===== config.mk =====
export PLATFORM = sky130hd
export DESIGN_NAME = bfu_pipe
export DESIGN_NICKNAME = d
export VERILOG_FILES = /design/src/rtl/bfu_pipe.sv
export SDC_FILE = /design/constraint.sdc
export NUM_CORES = 1
export LEC_CHECK = 0
export BUFFER_PORTS_ARGS = -buffer_cell sky130_fd_sc_hd__buf_2
export CORE_ASPECT_RATIO = 1.5
export CORE_MARGIN = 4
export CORE_UTILIZATION = 45
export DETAILED_ROUTE_END_ITERATION = 6
export SYNTH_ARGS = -nofsm -noshare
export SYNTH_HDL_FRONTEND = slang
export SYNTH_SLANG_ARGS = --single-unit

===== constraint.sdc =====
create_clock -name clk -period 5.56 [get_ports clk]
set_input_delay 1.668 -clock clk [delete_from_list [all_inputs] [get_ports clk]]
set_output_delay 1.668 -clock clk [all_outputs]
set_load 0.01 [all_outputs]

===== src/rtl/bfu_pipe.sv =====
// Three-stage pipelined radix-2 DIT butterfly with valid/ready flow control and sticky overflow.
// Build option BFU_SAT_EN: overflowed components clamp instead of wrapping.
module bfu_pipe #(
   parameter int unsigned DW = 8,
   parameter int unsigned TW = 8
) (
   input  logic            clk,
   input  logic            rst_n,
   input  logic            in_valid,
   output logic            in_ready,
   input  logic [2*DW-1:0] in1,
   input  logic [2*DW-1:0] in2,
   input  logic [2*TW-1:0] tf,
   input  logic            scale,
   output logic            out_valid,
   input  logic            out_ready,
   output logic [2*DW-1:0] out1,
   output logic [2*DW-1:0] out2,
   output logic            ovf,
   input  logic            clr_ovf
);
   localparam int unsigned PW = DW + TW;
   localparam int unsigned SW = DW + TW + 1;
   localparam int unsigned OW = DW + TW + 2;

   function automatic logic out_of_range(input logic signed [OW-1:0] v);
      return !((&v[OW-1:DW-1]) || !(|v[OW-1:DW-1]));
   endfunction

   function automatic logic [DW-1:0] fit(input logic signed [OW-1:0] v);
      logic [DW-1:0] res;
      res = v[DW-1:0];
      if (out_of_range(v)) begin
`ifdef BFU_SAT_EN
         res = v[OW-1] ? {1'b1, {(DW-1){1'b0}}} : {1'b0, {(DW-1){1'b1}}};
`else
         res = v[DW-1:0];
`endif
      end
      return res;
   endfunction

   logic w_en;

   logic signed [DW-1:0] w_i2r, w_i2i;
   logic signed [TW-1:0] w_twr, w_twi;
   logic signed [PW-1:0] w_pr, w_pi, w_qr, w_qi;

   logic            r_s1_vld, r_s1_scale;
   logic [2*DW-1:0] r_s1_a;
   logic signed [PW-1:0] r_pr, r_pi, r_qr, r_qi;

   logic signed [DW-1:0] w_ar, w_ai;
   logic signed [SW-1:0] w_t1r, w_t1i, w_t2r, w_t2i;

   logic r_s2_vld, r_s2_scale;
   logic signed [SW-1:0] r_t1r, r_t1i, r_t2r, r_t2i;

   logic signed [OW-1:0] w_o1r, w_o1i, w_o2r, w_o2i;
   logic signed [OW-1:0] w_s1r, w_s1i, w_s2r, w_s2i;
   logic w_ovf_new;

   logic            r_out_vld, r_ovf;
   logic [2*DW-1:0] r_out1, r_out2;

   // Single global enable: every stage advances together, bubbles are kept.
   assign w_en     = ~r_out_vld | out_ready;
   assign in_ready = w_en;

   assign w_i2r = in2[2*DW-1:DW];
   assign w_i2i = in2[DW-1:0];
   assign w_twr = tf[2*TW-1:TW];
   assign w_twi = tf[TW-1:0];

   assign w_pr = PW'(w_i2r) * PW'(w_twr);
   assign w_pi = PW'(w_i2i) * PW'(w_twi);
   assign w_qr = PW'(w_i2r) * PW'(w_twi);
   assign w_qi = PW'(w_i2i) * PW'(w_twr);

   assign w_ar  = r_s1_a[2*DW-1:DW];
   assign w_ai  = r_s1_a[DW-1:0];
   assign w_t2r = SW'(r_pr) - SW'(r_pi);
   assign w_t2i = SW'(r_qr) + SW'(r_qi);
   // Align in1 with the Q1.(TW-1) product scale.
   assign w_t1r = SW'(w_ar) <<< (TW - 1);
   assign w_t1i = SW'(w_ai) <<< (TW - 1);

   assign w_o1r = OW'(r_t1r) + OW'(r_t2r);
   assign w_o1i = OW'(r_t1i) + OW'(r_t2i);
   assign w_o2r = OW'(r_t1r) - OW'(r_t2r);
   assign w_o2i = OW'(r_t1i) - OW'(r_t2i);

   assign w_s1r = r_s2_scale ? (w_o1r >>> TW) : (w_o1r >>> (TW - 1));
   assign w_s1i = r_s2_scale ? (w_o1i >>> TW) : (w_o1i >>> (TW - 1));
   assign w_s2r = r_s2_scale ? (w_o2r >>> TW) : (w_o2r >>> (TW - 1));
   assign w_s2i = r_s2_scale ? (w_o2i >>> TW) : (w_o2i >>> (TW - 1));

   assign w_ovf_new = r_s2_vld & (out_of_range(w_s1r) | out_of_range(w_s1i) |
                                  out_of_range(w_s2r) | out_of_range(w_s2i));

   always_ff @(posedge clk or negedge rst_n) begin
      if (!rst_n) begin
         r_s1_vld   <= 1'b0;
         r_s1_scale <= 1'b0;
         r_s1_a     <= '0;
         r_pr       <= '0;
         r_pi       <= '0;
         r_qr       <= '0;
         r_qi       <= '0;
         r_s2_vld   <= 1'b0;
         r_s2_scale <= 1'b0;
         r_t1r      <= '0;
         r_t1i      <= '0;
         r_t2r      <= '0;
         r_t2i      <= '0;
         r_out_vld  <= 1'b0;
         r_out1     <= '0;
         r_out2     <= '0;
      end else if (w_en) begin
         r_s1_vld   <= in_valid;
         r_s1_scale <= scale;
         r_s1_a     <= in1;
         r_pr       <= w_pr;
         r_pi       <= w_pi;
         r_qr       <= w_qr;
         r_qi       <= w_qi;
         r_s2_vld   <= r_s1_vld;
         r_s2_scale <= r_s1_scale;
         r_t1r      <= w_t1r;
         r_t1i      <= w_t1i;
         r_t2r      <= w_t2r;
         r_t2i      <= w_t2i;
         r_out_vld  <= r_s2_vld;
         r_out1     <= {fit(w_s1r), fit(w_s1i)};
         r_out2     <= {fit(w_s2r), fit(w_s2i)};
      end
   end

   // A new overflow takes priority over a simultaneous clear.
   always_ff @(posedge clk or negedge rst_n) begin
      if (!rst_n) begin
         r_ovf <= 1'b0;
      end else if (w_en && w_ovf_new) begin
         r_ovf <= 1'b1;
      end else if (clr_ovf) begin
         r_ovf <= 1'b0;
      end
   end

   assign out_valid = r_out_vld;
   assign out1      = r_out1;
   assign out2      = r_out2;
   assign ovf       = r_ovf;

endmodule


==> results.sh <==
export IMPL_status="finished, final reports clean"
export IMPL_fin_crit_sh=0.958
export IMPL_htreeDepth=4
export IMPL_clockRootBuffer="clkbuf_16"
export IMPL_place_ws_ns=-0.364
export IMPL_grt_overflow=0
export IMPL_cts_tree="built"
export IMPL_worstHoldStart="out1[9]"
export IMPL_arrival_ns=5.70
export IMPL_synth_nets=2819
export IMPL_vias_per_cell=5.07
export IMPL_clk_path_buf_depth=2
export IMPL_cts_sinks=168
export IMPL_clkTransAtPathRegs_ns=0.07
export IMPL_dieArea_sq_um=48800
export IMPL_cp_start_kind="primary input"
export IMPL_setup_viol=0
export IMPL_finalHoldViolations=0
export IMPL_period_needed_ns=5.32
export IMPL_core_area_sq_um=44800
export IMPL_yosysUniqueCellTypes=83
export IMPL_start_util=0.454
export IMPL_ys_warn_count=0
export IMPL_rsz0062_at_grt="false"
export IMPL_synthFlopType="dfrtp_1"
export IMPL_drtAntennaViolNets=0
export IMPL_routed_wl_microns=47800
export IMPL_ir_drop_mv=0.266
export IMPL_power_density_nw_per_um2=566
export IMPL_drt_iter0_drc=661
export IMPL_grt_max_degree=94
export IMPL_relSlewSlack=0.309
export IMPL_fillers=4291
export IMPL_max_stage_delay_ns=0.53
export IMPL_synth_area_per_cell_sq_um=8.65
export IMPL_fmax_mhz=188
export IMPL_cp_max_fo=16
export IMPL_grt_use_total=0.202
export IMPL_postCtsHoldBufs=0
export IMPL_maxCapViolations=0
export IMPL_seq_area_frac_synth=0.207
export IMPL_cpMaxStageDelayCell="fa_1"
export IMPL_ys_async_sr_fraction=1.00
export IMPL_skew_ns=0.0104
export IMPL_route_detailed_drc=0
export IMPL_routedWlPerCell_microns=15.2
export IMPL_finalNonFillerCells=3146
export IMPL_dp_cells=3113
export IMPL_hpwl_microns=39200
export IMPL_stdcell_area_sq_um=23200
export IMPL_antenna_found_initial=0
export IMPL_maxSlewViolCount=0
export IMPL_tightestPinTransition_ns=1.03
export IMPL_die_w_microns=182
export IMPL_leakagePower_nw=11.6
export IMPL_synth_compound_area_share=0.115
export IMPL_worstSetupPathType="in2reg"
export IMPL_cts_buffers=17
export IMPL_clock_latency_ns=0.45
export IMPL_synth_mux_area_frac=0.0117
export IMPL_num_rows=95
export IMPL_synth_xor_area_frac=0.0396
export IMPL_synth_seq_cells=168
export IMPL_totalNegativeSetupSlack_ns=0
export IMPL_setup_slack_ns=0.236
export IMPL_placed_area_sq_um=22600
export IMPL_gp_congestion=0.874
export IMPL_syn_area_sq_um=20400
export IMPL_grt_pass1_vias=16600
export IMPL_fp_dieH_microns=268
export IMPL_required_ns=5.93
export IMPL_syn_to_final_growth_pct=14.0
export IMPL_synth_top_family_by_area="adder cells"
export IMPL_fin_total_pwr_mw=13.1
export IMPL_fin_util=0.518
export IMPL_synth_edf_count=0
export IMPL_n_antenna_cell=0
export IMPL_endpoint_kind="flop"
export IMPL_syn_inst=2353
export IMPL_io_pins=89
export IMPL_startpoint="tf[9]"
export IMPL_first_pass_iters=5
export IMPL_port_buffers=88
export IMPL_yosys_area_share_simple=0.200
export IMPL_synthAdderAreaFrac=0.336
export IMPL_vias=15900
export IMPL_worstPathCellList="buf_2 > and2_1 > fa_1 > inv_1 > fa_1 > inv_1 > fa_1 > inv_1 > fa_1 > inv_1 > ha_1 > o21ai_0 > a21boi_1 > o21ai_2 > a21boi_2 > o21ai_0 > a211o_1 > o211ai_1"
export IMPL_drive_gt1_frac=0.139
export IMPL_final_net_count=3017
export IMPL_grt_pass1_wl_microns=81700
export IMPL_rr_startpoint="r_t2i[8]"
export IMPL_holdCritPathClass="reg2reg"
export IMPL_hold_ws_ns=0.467
[logic make-up (layout without fill, tap and decap cells)]
| kind of cell | Yosys count | count (layout) |
|---|---|---|
| multiplexers | 22 | 22 |
| XOR/XNOR | 89 | 89 |
| AO/OA/AOI/OAI | 349 | 349 |
| AND/OR/NAND/NOR | 832 | 832 |
| adder cells (fa/ha/maj) | 413 | 413 |
| flip-flops | 168 | 168 |
| buffers and inverters | 480 | 691 |
[where the power goes]
part	internal, mW	switching [mW]
clock network	0.613	0.563
logic	4.46	5.26
registers	1.83	0.399
[final timing paths]
| check | slack, ns | cells after the start | end |
|---|---|---|---|
| max | 0.24 | 18 | r_qi[14] |
| min | 0.47 | 2 | out1[9] |
| max reg2reg | 2.37 | 10 | ovf |
| min reg2reg | 0.47 | 2 | out1[9] |
| max in group asynchronous | 3.35 | 2 | r_qi[9] |
| min in group asynchronous | 1.29 | 1 | r_s1_a[11] |
[sequential cells by signal, summed over array words and instances (netlist names)]
signal / flops
r_s1_vld: 1
r_pr: 16
r_s2_scale: 1
r_qi: 16
r_t1i: 8
ovf: 1
r_s1_scale: 1
r_t2i: 17
r_t1r: 8
r_qr: 16
r_s2_vld: 1
out1: 16
r_pi: 16
r_s1_a: 16
r_t2r: 17
out_valid: 1
out2: 16
[layout by cell type, fill, tap and decap left out, types with 6 or more instances in the layout]
master,netlist,final
a211o_1,7,7
a211oi_1,20,19
a21o_1,12,12
a21oi_1,112,112
a31oi_1,9,9
and2_1,172,172
and3_1,12,12
buf_2,5,86
buf_4,3,183
clkbuf_16,0,17
dfrtp_1,168,168
fa_1,224,224
ha_1,188,187
inv_1,385,385
inv_6,0,6
mux2_2,14,14
mux2i_1,8,8
nand2_1,301,301
nand2b_1,22,22
nand3_1,24,24
nand3b_1,11,11
nor2_1,139,139
nor2b_1,45,43
nor3_1,49,49
nor3b_1,8,8
nor4_1,9,9
o211ai_1,17,17
o21a_1,9,9
o21ai_0,65,54
o21ai_1,2,10
o21bai_1,6,6
o31ai_1,25,25
o41ai_1,7,7
or2_2,7,7
or3_1,21,21
xnor2_1,57,57
xor2_1,30,30
[synthesized netlist by cell type, types with 7 or more instances]
| library cell | number | share of area |
|---|---|---|
| nor3_1 | 49 | 0.012 |
| nand3b_1 | 11 | 0.0041 |
| nand2_1 | 301 | 0.056 |
| ha_1 | 188 | 0.12 |
| a21oi_1 | 112 | 0.028 |
| xnor2_1 | 57 | 0.025 |
| o31ai_1 | 25 | 0.0092 |
| o21ai_0 | 65 | 0.016 |
| nand2b_1 | 22 | 0.0068 |
| and2_1 | 172 | 0.053 |
| nor4_1 | 9 | 0.0028 |
| a21boi_0 | 11 | 0.0041 |
| nor2_1 | 139 | 0.026 |
| dfrtp_1 | 168 | 0.21 |
| a31oi_1 | 9 | 0.0028 |
| and3_1 | 12 | 0.0037 |
| nand3_1 | 24 | 0.0059 |
| a211o_1 | 7 | 0.0030 |
| nor2b_1 | 45 | 0.014 |
| a211oi_1 | 20 | 0.0074 |
| a21o_1 | 12 | 0.0044 |
| xor2_1 | 30 | 0.013 |
| mux2i_1 | 8 | 0.0039 |
| mux2_2 | 14 | 0.0077 |
| o41ai_1 | 7 | 0.0030 |
| clkbuf_1 | 72 | 0.013 |
| buf_1 | 11 | 0.0020 |
| o211ai_1 | 17 | 0.0063 |
| o21a_1 | 9 | 0.0033 |
| fa_1 | 224 | 0.22 |
| inv_1 | 385 | 0.071 |
| or3_1 | 21 | 0.0065 |
| nor3b_1 | 8 | 0.0030 |
| or2_2 | 7 | 0.0022 |
[timing repair]
item | CTS | global route
buffers inserted | 0 | 1
setup endpoints to repair | 0 | 11
gates resized for setup | 0 | 15
[critical path, delay by kind of cell]
kind	cells	cell delay (ns)
adders and majority gates	5	2.29
AOI/OAI and AO/OA	7	1.12
buffers and inverters	5	0.40
and+or+nand+nor	1	0.21
[routing by layer]
metal  up-vias  global-route usage  part of all wire
met5         -                   0                 0
met4         0              0.0532             0.024
met3        54              0.0193             0.026
met2       238               0.369              0.51
met1      7722               0.258              0.44
li1       7935                   -                 -
[layout make-up]
type	count	area [sq um]	share of cell area
clock buffers	18	439	0.0189
clock inverters	14	149	0.00642
inverters	386	1450	0.0627
multi-input cells	1705	14400	0.619
flip-flops and latches	168	4200	0.181
well taps	582	728	0.0314
repair buffers	273	1860	0.0803
No activity file was read; power rests on OpenSTA's default activity.
